$ cat src/rtl/fnd_pkg.sv
// fnd_pkg: active-low glyph constants, blank pattern, frame data type and scan divider helper
package fnd_pkg;
  localparam logic [6:0] GLYPH_0 = 7'h40;
  localparam logic [6:0] GLYPH_1 = 7'h79;
  localparam logic [6:0] GLYPH_2 = 7'h24;
  localparam logic [6:0] GLYPH_3 = 7'h30;
  localparam logic [6:0] GLYPH_4 = 7'h19;
  localparam logic [6:0] GLYPH_5 = 7'h12;
  localparam logic [6:0] GLYPH_6 = 7'h02;
  localparam logic [6:0] GLYPH_7 = 7'h78;
  localparam logic [6:0] GLYPH_8 = 7'h00;
  localparam logic [6:0] GLYPH_9 = 7'h10;
  localparam logic [6:0] GLYPH_A = 7'h08;
  localparam logic [6:0] GLYPH_B = 7'h03;
  localparam logic [6:0] GLYPH_C = 7'h46;
  localparam logic [6:0] GLYPH_D = 7'h21;
  localparam logic [6:0] GLYPH_E = 7'h06;
  localparam logic [6:0] GLYPH_F = 7'h0E;
  localparam logic [6:0] SEG_BLANK = 7'h7F;
  typedef struct packed {
    logic [15:0] bcd;
    logic [3:0]  dp;
    logic [3:0]  blink;
  } fnd_data_t;
  function automatic int div_calc(input int clk_hz, input int scan_hz);
    return clk_hz / scan_hz;
  endfunction
endpackage

$ cat src/rtl/fnd_scan_ctrl_if.sv
// fnd_scan_ctrl_if: display bus; master drives bcd_in/dp_in/blink_in/lz_en/load, slave drives scan_idx/seg/dp/frame_start
interface fnd_scan_ctrl_if;
  logic [15:0] bcd_in;
  logic [3:0]  dp_in;
  logic [3:0]  blink_in;
  logic        lz_en;
  logic        load;
  logic [2:0]  scan_idx;
  logic [6:0]  seg;
  logic        dp;
  logic        frame_start;
  modport master (
    output bcd_in, dp_in, blink_in, lz_en, load,
    input  scan_idx, seg, dp, frame_start
  );
  modport slave (
    input  bcd_in, dp_in, blink_in, lz_en, load,
    output scan_idx, seg, dp, frame_start
  );
endinterface

$ cat src/rtl/fnd_bcd_to_seg.sv
// fnd_bcd_to_seg: combinational nibble (nib_i) to active-low {g..a} glyph (seg_o), hex A-F included
module fnd_bcd_to_seg
  import fnd_pkg::*;
(
  input  logic [3:0] nib_i,
  output logic [6:0] seg_o
);
  always_comb begin
    case (nib_i)
      4'h0: seg_o = GLYPH_0;
      4'h1: seg_o = GLYPH_1;
      4'h2: seg_o = GLYPH_2;
      4'h3: seg_o = GLYPH_3;
      4'h4: seg_o = GLYPH_4;
      4'h5: seg_o = GLYPH_5;
      4'h6: seg_o = GLYPH_6;
      4'h7: seg_o = GLYPH_7;
      4'h8: seg_o = GLYPH_8;
      4'h9: seg_o = GLYPH_9;
      4'hA: seg_o = GLYPH_A;
      4'hB: seg_o = GLYPH_B;
      4'hC: seg_o = GLYPH_C;
      4'hD: seg_o = GLYPH_D;
      4'hE: seg_o = GLYPH_E;
      default: seg_o = GLYPH_F;
    endcase
  end
endmodule

$ cat src/rtl/fnd_scan_ctrl.sv
// fnd_scan_ctrl: 4-digit FND scan controller; clk/reset plus slave bus (data/load in, scan_idx/seg/dp/frame_start out)
module fnd_scan_ctrl
  import fnd_pkg::*;
#(
  parameter int CLK_HZ       = 100_000_000,
  parameter int SCAN_HZ      = 4000,
  parameter int DEAD_CYC     = 16,
  parameter int BLINK_FRAMES = 250
) (
  input  logic           clk,
  input  logic           reset,
  fnd_scan_ctrl_if.slave bus
);
  localparam int DIV = div_calc(CLK_HZ, SCAN_HZ);
  localparam int PW = $clog2(DIV);
  localparam int DW = $clog2(DEAD_CYC + 1);
  localparam int BW = $clog2(BLINK_FRAMES + 1);
  logic [PW-1:0] pre_q, pre_d;
  logic [2:0] idx_q, idx_d;
  logic [DW-1:0] dead_q, dead_d;
  logic [BW-1:0] bc_q, bc_d;
  fnd_data_t shd_q, shd_d, act_q, act_d, bus_data;
  logic pend_q, pend_d, ph_q, ph_d, fs_q, fs_d, dp_q, dp_d;
  logic [6:0] seg_q, seg_d, glyph;
  logic tick, wrap, z1, z2, z3, lz_off, off;
  logic [1:0] dig;
  logic [3:0] nib;
  assign bus_data = {bus.bcd_in, bus.dp_in, bus.blink_in};
  assign tick = pre_q == PW'(DIV - 1);
  assign wrap = tick && idx_q == 3'd7;
  always_comb begin
    pre_d = tick ? '0 : pre_q + 1'b1;
    idx_d = tick ? idx_q + 3'd1 : idx_q;
    dead_d = tick ? DW'(DEAD_CYC) : (dead_q != '0) ? dead_q - 1'b1 : dead_q;
    shd_d = bus.load ? bus_data : shd_q;
    act_d = !wrap ? act_q : bus.load ? bus_data : pend_q ? shd_q : act_q;
    pend_d = !wrap && (bus.load || pend_q);
    bc_d = !wrap ? bc_q : (bc_q == BW'(BLINK_FRAMES - 1)) ? '0 : bc_q + 1'b1;
    ph_d = ph_q ^ (wrap && bc_q == BW'(BLINK_FRAMES - 1));
    fs_d = wrap;
  end
  // display is derived from next-state values so seg/dp land with the new scan_idx
  assign dig = idx_d[1:0];
  assign nib = act_d.bcd[{dig, 2'b00} +: 4];
  assign z3 = act_d.bcd[15:12] == 4'h0;
  assign z2 = z3 && act_d.bcd[11:8] == 4'h0;
  assign z1 = z2 && act_d.bcd[7:4] == 4'h0;
  assign lz_off = bus.lz_en && (dig == 2'd1 ? z1 : dig == 2'd2 ? z2 : dig == 2'd3 ? z3 : 1'b0);
  assign off = dead_d != '0 || (ph_d && act_d.blink[dig]);
  assign seg_d = (off || lz_off) ? SEG_BLANK : glyph;
  assign dp_d = off || !act_d.dp[dig];
  fnd_bcd_to_seg u_enc (
    .nib_i(nib),
    .seg_o(glyph)
  );
  always_ff @(posedge clk) begin
    if (reset) begin
      pre_q <= '0;
      idx_q <= '0;
      dead_q <= DW'(DEAD_CYC);
      bc_q <= '0;
      shd_q <= '0;
      act_q <= '0;
      pend_q <= 1'b0;
      ph_q <= 1'b0;
      fs_q <= 1'b0;
      seg_q <= SEG_BLANK;
      dp_q <= 1'b1;
    end else begin
      pre_q <= pre_d;
      idx_q <= idx_d;
      dead_q <= dead_d;
      bc_q <= bc_d;
      shd_q <= shd_d;
      act_q <= act_d;
      pend_q <= pend_d;
      ph_q <= ph_d;
      fs_q <= fs_d;
      seg_q <= seg_d;
      dp_q <= dp_d;
    end
  end
  assign bus.scan_idx = idx_q;
  assign bus.seg = seg_q;
  assign bus.dp = dp_q;
  assign bus.frame_start = fs_q;
endmodule

$ cat src/flat_wrapper.sv
// flat-port wrapper written by rule: the top's interface ports become plain ports
module fnd_scan_ctrl_flat import fnd_pkg::*;
#(
  parameter int CLK_HZ       = 100_000_000,
  parameter int SCAN_HZ      = 4000,
  parameter int DEAD_CYC     = 16,
  parameter int BLINK_FRAMES = 250
)
  (clk, reset, bus_bcd_in, bus_dp_in, bus_blink_in, bus_lz_en, bus_load, bus_scan_idx, bus_seg, bus_dp, bus_frame_start);
  fnd_scan_ctrl_if bus_i ();
  input  logic clk;
  input  logic reset;
  input wire logic [$bits(bus_i.bcd_in)-1:0] bus_bcd_in;
  input wire logic [$bits(bus_i.dp_in)-1:0] bus_dp_in;
  input wire logic [$bits(bus_i.blink_in)-1:0] bus_blink_in;
  input wire logic [$bits(bus_i.lz_en)-1:0] bus_lz_en;
  input wire logic [$bits(bus_i.load)-1:0] bus_load;
  output wire logic [$bits(bus_i.scan_idx)-1:0] bus_scan_idx;
  output wire logic [$bits(bus_i.seg)-1:0] bus_seg;
  output wire logic [$bits(bus_i.dp)-1:0] bus_dp;
  output wire logic [$bits(bus_i.frame_start)-1:0] bus_frame_start;
  assign bus_i.bcd_in = bus_bcd_in;
  assign bus_i.dp_in = bus_dp_in;
  assign bus_i.blink_in = bus_blink_in;
  assign bus_i.lz_en = bus_lz_en;
  assign bus_i.load = bus_load;
  assign bus_scan_idx = bus_i.scan_idx;
  assign bus_seg = bus_i.seg;
  assign bus_dp = bus_i.dp;
  assign bus_frame_start = bus_i.frame_start;
  fnd_scan_ctrl #(.CLK_HZ(CLK_HZ), .SCAN_HZ(SCAN_HZ), .DEAD_CYC(DEAD_CYC), .BLINK_FRAMES(BLINK_FRAMES)) u_core (.clk(clk), .reset(reset), .bus(bus_i));
endmodule
$ cat config.mk
export PLATFORM = sky130hd
export DESIGN_NAME = fnd_scan_ctrl_flat
export DESIGN_NICKNAME = d
export VERILOG_FILES = /design/src/rtl/fnd_pkg.sv /design/src/rtl/fnd_scan_ctrl_if.sv /design/src/rtl/fnd_bcd_to_seg.sv /design/src/rtl/fnd_scan_ctrl.sv /design/src/flat_wrapper.sv
export SDC_FILE = /design/constraint.sdc
export NUM_CORES = 1
export LEC_CHECK = 0
export BUFFER_PORTS_ARGS = -buffer_cell sky130_fd_sc_hd__buf_2
export CORE_ASPECT_RATIO = 0.5
export CORE_UTILIZATION = 40
export CTS_CLUSTER_DIAMETER = 80
export DETAILED_ROUTE_END_ITERATION = 6
export HOLD_SLACK_MARGIN = 0.03
export PLACE_DENSITY = 0.63
export SYNTH_ARGS = -nofsm -noshare
export SYNTH_HDL_FRONTEND = slang
export SYNTH_SLANG_ARGS = --single-unit
export TNS_END_PERCENT = 10
$ cat constraint.sdc
create_clock -name clk -period 3.4 [get_ports clk]
set_input_delay 0.85 -clock clk [delete_from_list [all_inputs] [get_ports clk]]
set_output_delay 0.85 -clock clk [all_outputs]
set_load 0.1 [all_outputs]
======== Word level (Yosys, flattened, before mapping) ========
Memory sizes are Yosys's and may differ from the RTL's. A register that Yosys moved wholly into a read port is not among the register bits.
Index checks and enable logic that the tools add are counted.
word-level totals
  register bits ........................... 83
  memories kept ........................... 1
  word-level logic and storage cells ...... 63
  output and inout port bits .............. 12
  bits in read-only memories .............. 112
  bits of input ports ..................... 28
memories
  name              depth  width  read ports  clocked after memory_dff  wr ports  line                 text
  (name not given)  16     7      1           1                         0         fnd_bcd_to_seg.sv:9  case (nib_i)
cells by class
  add/sub/neg operators ................... 4
  shifts and indexed selects .............. 1
  equality and inequality tests ........... 6
  bitwise gates (word level) .............. 1
  order comparisons ....................... 1
  mux-type cells .......................... 14
  reduce and logical (&&, ||, !) cells .... 20
operators with widths
  operator                                                    number
  2-to-1 mux 24 bit                                           3
  variable part select 16 x 5 -> 4 bit                        1
  adder 15 x 1 -> 15 bit, second input constant               1
  == test 15 bit, second input constant                       1
  logical NOT 4 bit                                           3
  2-to-1 mux 5 bit                                            2
  nonzero test 5 bit                                          2
  adder 8 x 1 -> 8 bit, second input constant                 1
  == test 8 bit, second input constant                        1
  2-to-1 mux 8 bit                                            1
  logical AND 1 bit                                           7
  2-to-1 mux 1 bit                                            5
  subtractor 5 x 1 -> 5 bit, second input constant            1
  binary-select mux 1 bit (select 2 bit)                      2
  == test 2 bit, second input constant                        2
  logical OR 1 bit                                            4
  OR reduction 2 bit                                          2
  adder 3 x 1 -> 3 bit, second input constant                 1
  == test 3 bit, second input constant                        1
  less-than comparator 2 x 3 -> 1 bit, second input constant  1
  == test 2 x 1 -> 1 bit, second input constant               1
  logical NOT 1 bit                                           2
  2-to-1 mux 2 bit                                            1
  bitwise XOR 1 bit                                           1

======== Longest topological paths before layout ========
  depth after elaboration ................. 10
  mapped depth ............................ 15
  depth with buffers taken out ............ 13

======== Modules after synthesis ========
From an unflattened synthesis, not the netlist that was laid out.
second synthesis, totals
  cells, all modules ...................... 522
  area, all modules ....................... 4511.8 um2
modules (own cells, without submodules)
  module          cells each  sequential area each (um2)  area each (um2)  times used
  fnd_scan_ctrl   490         1801.7                      4236.6           1
  fnd_bcd_to_seg  32          0.0                         275.3            1

======== Least setup slack after synthesis ========
Ideal clock, no wire load.
  path kind ............................... register -> register
  from .................................... register u_core.idx_q[0] (netlist: u_core.bus.scan_idx[0])
  to ...................................... register u_core.seg_q[1] (netlist: u_core.bus.seg[1])
  cell stages (with the launch flop) ...... 16
  data required time ...................... 3.268 ns
  path buffers ............................ 2
  arrival time ............................ 3.737 ns
  path slack .............................. -0.469 ns
  setup time .............................. 0.132 ns
  clock period less this slack ............ 3.869 ns
  cells stage by stage .................... dfxtp_1 ha_1 ha_1 nand4_1 or4_4 buf_6 o32a_1 o221ai_1 nor3_2 or3_1 buf_2 inv_1 ha_1 o21a_1 a21oi_1 o21ai_1
on the way
  cells in the longest elaborated chain, start to end .. 10
  elaborated cells between the ends (all ways) .. 26
  those cells by class .................... add/sub: 1; eq/ne: 4; shift: 1; mux: 7; bitwise: 1; reduce/logical: 12
ends and longest elaborated chain
  what                                                                           line                 text
  start: declaration                                                             fnd_scan_ctrl.sv:19  logic [2:0] idx_q, idx_d;
  start signal: assignment                                                       fnd_scan_ctrl.sv:71  idx_q <= idx_d;
  parallel branches: the longest is 10 deep, another holds adder 3 x 1 -> 3 bit  n/a
  end: declaration                                                               fnd_scan_ctrl.sv:24  logic [6:0] seg_q, seg_d, glyph;
Several ways; the timed one is not identified. The select of a mux whose other input is x is not followed.
A chain may end at the register's enable or synchronous reset.

======== Final worst setup path ========
  from .................................... register u_core.pre_q[3]
  to ...................................... register u_core.seg_q[1] (netlist: u_core.bus.seg[1])
on the way
  cells in the longest elaborated chain, start to end .. 10
  elaborated cells between the ends (all ways) .. 27
  those cells by class .................... eq/ne: 4; shift: 1; mux: 8; bitwise: 1; reduce/logical: 13
ends and longest elaborated chain
  what                                                          line                                      text
  start: declaration                                            fnd_scan_ctrl.sv:18                       logic [PW-1:0] pre_q, pre_d;
  start signal: assignment                                      fnd_scan_ctrl.sv:70                       pre_q <= pre_d;
  == test 15 bit (*)                                            fnd_scan_ctrl.sv:29                       assign tick = pre_q == PW'(DIV - 1);
  logical AND 1 bit                                             fnd_scan_ctrl.sv:30                       assign wrap = tick && idx_q == 3'd7;
  2-to-1 mux 24 bit                                             fnd_scan_ctrl.sv:36                       act_d = !wrap ? act_q : bus.load ? bus_data : pend_q ? shd_q : act_q;
  logical NOT 4 bit (on tied branches)                          fnd_scan_ctrl.sv:45, fnd_scan_ctrl.sv:46
  2-to-1 mux 1 bit / logical AND 1 bit (equally long branches)  fnd_scan_ctrl.sv:48, fnd_scan_ctrl.sv:46
  2-to-1 mux 1 bit / logical AND 1 bit (equally long branches)  fnd_scan_ctrl.sv:48, fnd_scan_ctrl.sv:47
  2-to-1 mux 1 bit                                              fnd_scan_ctrl.sv:48                       assign lz_off = bus.lz_en && (dig == 2'd1 ? z1 : dig == 2'd2 ? z2 : dig == 2'd3 ? z3 : 1'b0);
  logical AND 1 bit                                             fnd_scan_ctrl.sv:48
  logical OR 1 bit                                              fnd_scan_ctrl.sv:50                       assign seg_d = (off || lz_off) ? SEG_BLANK : glyph;
  OR reduction 2 bit (no source line)                           n/a
Every way passes the cells marked *; elsewhere a longest branch is shown, timed or not. The select of a mux whose other input is x is not followed.

==> summary.md <==
| Metric | Value |
|---|---|
| Final ANT Viol Nets | `0` |
| Setup WS post-layout | `0.124 ns` |
| Antenna cells | `0` |
| Row cnt | `26` |
| Placed Area | `0.00479 mm2` |
| Syn avg cell area | `9.01 um2` |
| Horiz. Die Dim | `149 um` |
| GP Congestion | `0.800` |
| DR vias/cell | `5.36` |
| TritonCTS clock tree | `done` |
| Ratio of total power to cell area | `487 mW/mm2` |
| Clock-pin slew on the worst setup and hold paths | `0.06 ns` |
| Setup CP Type | `register to register` |
| Worst-path maximum fanout | `7` |
| Delay-heaviest family, CP | `simple AND/OR/NAND/NOR gates` |
| Hold Crit Class | `register to register` |
| TritonCTS Sinks | `90` |
| CP Cell Sequence | `or4bb_4, or4_4, o32a_1, o221ai_1, o22ai_1, or3_4, inv_1, ha_1, o21a_1, a21oi_1, o21ai_1` |
| DRC viols | `0` |
| Setup WS pre-CTS | `0.00922 ns` |
| Status | `complete, no violations` |
| Starting Density | `41.8%` |
| # fillers | `964` |
| CP Capture Type | `register` |
| Mapped Nets | `520` |
| Core ar. | `0.0104 mm2` |
| DPL Wire Length | `7020 um` |
| Syn-to-layout area delta | `19.7%` |
| Post-synth cell types | `66` |
| Crit path DAT | `3.51 ns` |
| Nets | `575` |
| Slew margin rel. | `55.4%` |
| Register area | `0.00181 mm2` |
| Crit-path slowest cell | `or4bb_4` |
| Final setup TNS | `0 ns` |
| Top-Level Pins | `40` |
| GR Overflow Total | `0` |
| Total track usage | `18.7%` |
| Sequential fraction of the synthesis area | `41.6%` |
| Post-synth EDFFs | `0` |
| Clock Skew | `0.00704 ns` |
| Synth Flop Type | `dfxtp_1` |
| Crit path buf inv count | `1` |
| Clock buffer count from CTS | `9` |
| Synth top area share | `41.6%` |
| Total power | `2530 uW` |
| Die area | `0.0113 mm2` |
| Largest area contributor in the netlist | `dfxtp_1` |
| Share of cells above drive strength 1 | `22.7%` |
| LEAKAGE | `0.00201 uW` |
| Mapped cell area | `0.00433 mm2` |
| Final hold slack | `0.472 ns` |
| Worst vdd ir | `0.000262 V` |
| Worst EP required | `3.63 ns` |
| Max H-tree Level | `3` |
| Synth area leaders | `dfxtp_1 42%, nor2_1 7.4%, mux2i_1 5.8%` |
| Final Cell Area | `0.00519 mm2` |
| Clock Root Buffer | `clkbuf_16` |
| Hold Violations, Final | `0` |
| Worst-Margin Slew | `0.662 ns` |
| DR WL/cell | `14.9 um` |
| Skew-Pair Late Insertion Delay | `0.35 ns` |
| 1st-pass router iterations | `4` |
| Final setup vio count | `0` |
| Longest Clk Path Bufs | `2` |
| Async set or reset register ratio after synthesis | `0%` |
| Max Fclk | `305 MHz` |
| Crit-path max cell delay | `0.57 ns` |
| Total routed wirelength | `10,100 um` |
| Detailed Route Iter0 Violations | `265` |
| First-pass GRT wire length | `16,400 um` |
| Vias | `3,652` |
| FF+latch count, synth | `90` |
| Vias in the first global route | `3,349` |
| Mapped Cells | `481` |
| Initial antenna violation count | `0` |
| Port Buffer Count | `39` |
| Syn. warnings | `0` |
| Minimum clock period | `3.28 ns` |
| Critical Path Start Type | `register` |
| Pin count of the biggest net entering global routing | `60` |
| Die height | `75.6 um` |
| Multi-input gate area | `0.00241 mm2` |
| Total of max-cap violations | `0` |
| Period utilization | `96.4%` |
| Max Slew Vio Count | `0` |
==> cells in the mapped netlist, types with 3 or more instances <==
library cell	number
dfxtp_1	90
nor2_1	85
nand2_1	37
mux2i_1	25
nand4_1	17
a21oi_1	16
clkbuf_1	15
xor2_1	13
ha_1	11
o22ai_1	11
xnor2_1	11
nor3_1	10
o221ai_1	10
nand3_1	9
o32a_1	9
inv_1	8
o22a_1	8
buf_2	6
and4_1	5
buf_1	5
o21ai_0	5
o32a_2	5
or3_1	5
a21o_1	4
and3_1	4
buf_6	3
mux2_4	3
nand2b_1	3
==> cell families after synthesis <==
kind of cell	after synthesis	synth area share, %
multiplexers	30	7.59
adder cells (fa/ha/maj)	11	3.18
XOR/XNOR	24	4.85
AO/OA/AOI/OAI	91	16.2
buffers and inverters	38	3.98
AND/OR/NAND/NOR	197	22.6
flip-flops	90	41.6
==> timing repair <==
| action | 4_1_cts | 5_1_grt |
|---|---|---|
| buffers inserted | 0 | 4 |
| pin swaps | 0 | 4 |
| hold buffers | 0 | 0 |
| gates cloned | 0 | 1 |
| endpoints found under the setup margin | 2 | 6 |
| resized for setup | 1 | 9 |
==> metrics by stage <==
stage	cells	util [%]
finish	681	50.0
global route	681	50.0
CTS	676	49.3
detailed placement	660	46.2
global placement	660	46.2
floorplan	481	-
==> routing by layer <==
metal	track usage, %	up-vias	share of wire [%]	wire [um]
li1	-	1863	-	-
met1	24.8	1698	50	5040
met2	30.5	84	45	4520
met3	4.73	7	4.9	500
met4	5.67	0	0.68	69
met5	0	-	0	0
==> cells in the final DEF, fill, tap and decap left out, types with 3 or more instances in the layout <==
master     synthesis  layout
mux2_4             3       3
o32a_2             5       5
nand3_1            9       8
nand2_1           37      37
and3_1             4       4
dfxtp_2            0       3
ha_1              11       9
dfxtp_1           90      85
nand4_1           17      17
a21o_1             4       4
nand2b_1           3       3
or3_1              5       4
mux2i_1           25      25
o221ai_1          10      10
nor3_1            10      10
buf_4              0      33
o21ai_0            5       5
inv_1              8       8
xnor2_1           11      11
nor2_1            85      85
and4_1             5       5
clkbuf_16          0       9
o22a_1             8       8
o22ai_1           11      11
xor2_1            13      13
o32a_1             9       9
a21oi_1           16      16
buf_2              6      39
==> sequential cells by signal (all words and copies together) (netlist names), 3 cells and up <==
register and flops:
u_core.bus.seg 7, u_core.dead_q 5, u_core.bc_q 8, u_core.shd_q 24
u_core.pre_q 15, u_core.bus.scan_idx 3, u_core.act_q 24
==> area by class of cell <==
type | instances | share of cell area (%)
Timing Repair Buffer | 72 | 8.53
Multi-Input combinational cell | 354 | 46.4
Inverter | 9 | 0.651
Sequential cell | 90 | 34.9
Clock inverter | 5 | 1.21
Clock buffer | 11 | 4.87
Tap cell | 140 | 3.38
==> power by group <==
group	switching (uW)	internal, uW	total, uW
clock network	424	612	1040
registers	40.1	1110	1150
logic	213	127	339
total	677	1850	2530
==> worst paths after layout <==
path / from / to / slack (ns) / cells after the start
setup / recovery: u_core.pre_q[3] / u_core.bus.seg[1] / 0.12 / 11
hold / removal: u_core.shd_q[13] / u_core.shd_q[13] / 0.47 / 2
setup reg to reg: u_core.pre_q[3] / u_core.bus.seg[1] / 0.12 / 11
hold reg to reg: u_core.shd_q[13] / u_core.shd_q[13] / 0.47 / 2
==> worst reg2reg max path: stages, from the launching register on <==
cell and delay, ns:
dfxtp_1 0.37, or4bb_4 0.57, or4_4 0.55, o32a_1 0.31, o221ai_1 0.11, o22ai_1 0.14
or3_4 0.39, inv_1 0.12, ha_1 0.24, o21a_1 0.18, a21oi_1 0.11, o21ai_1 0.07
No activity file was read; power rests on OpenSTA's default activity.
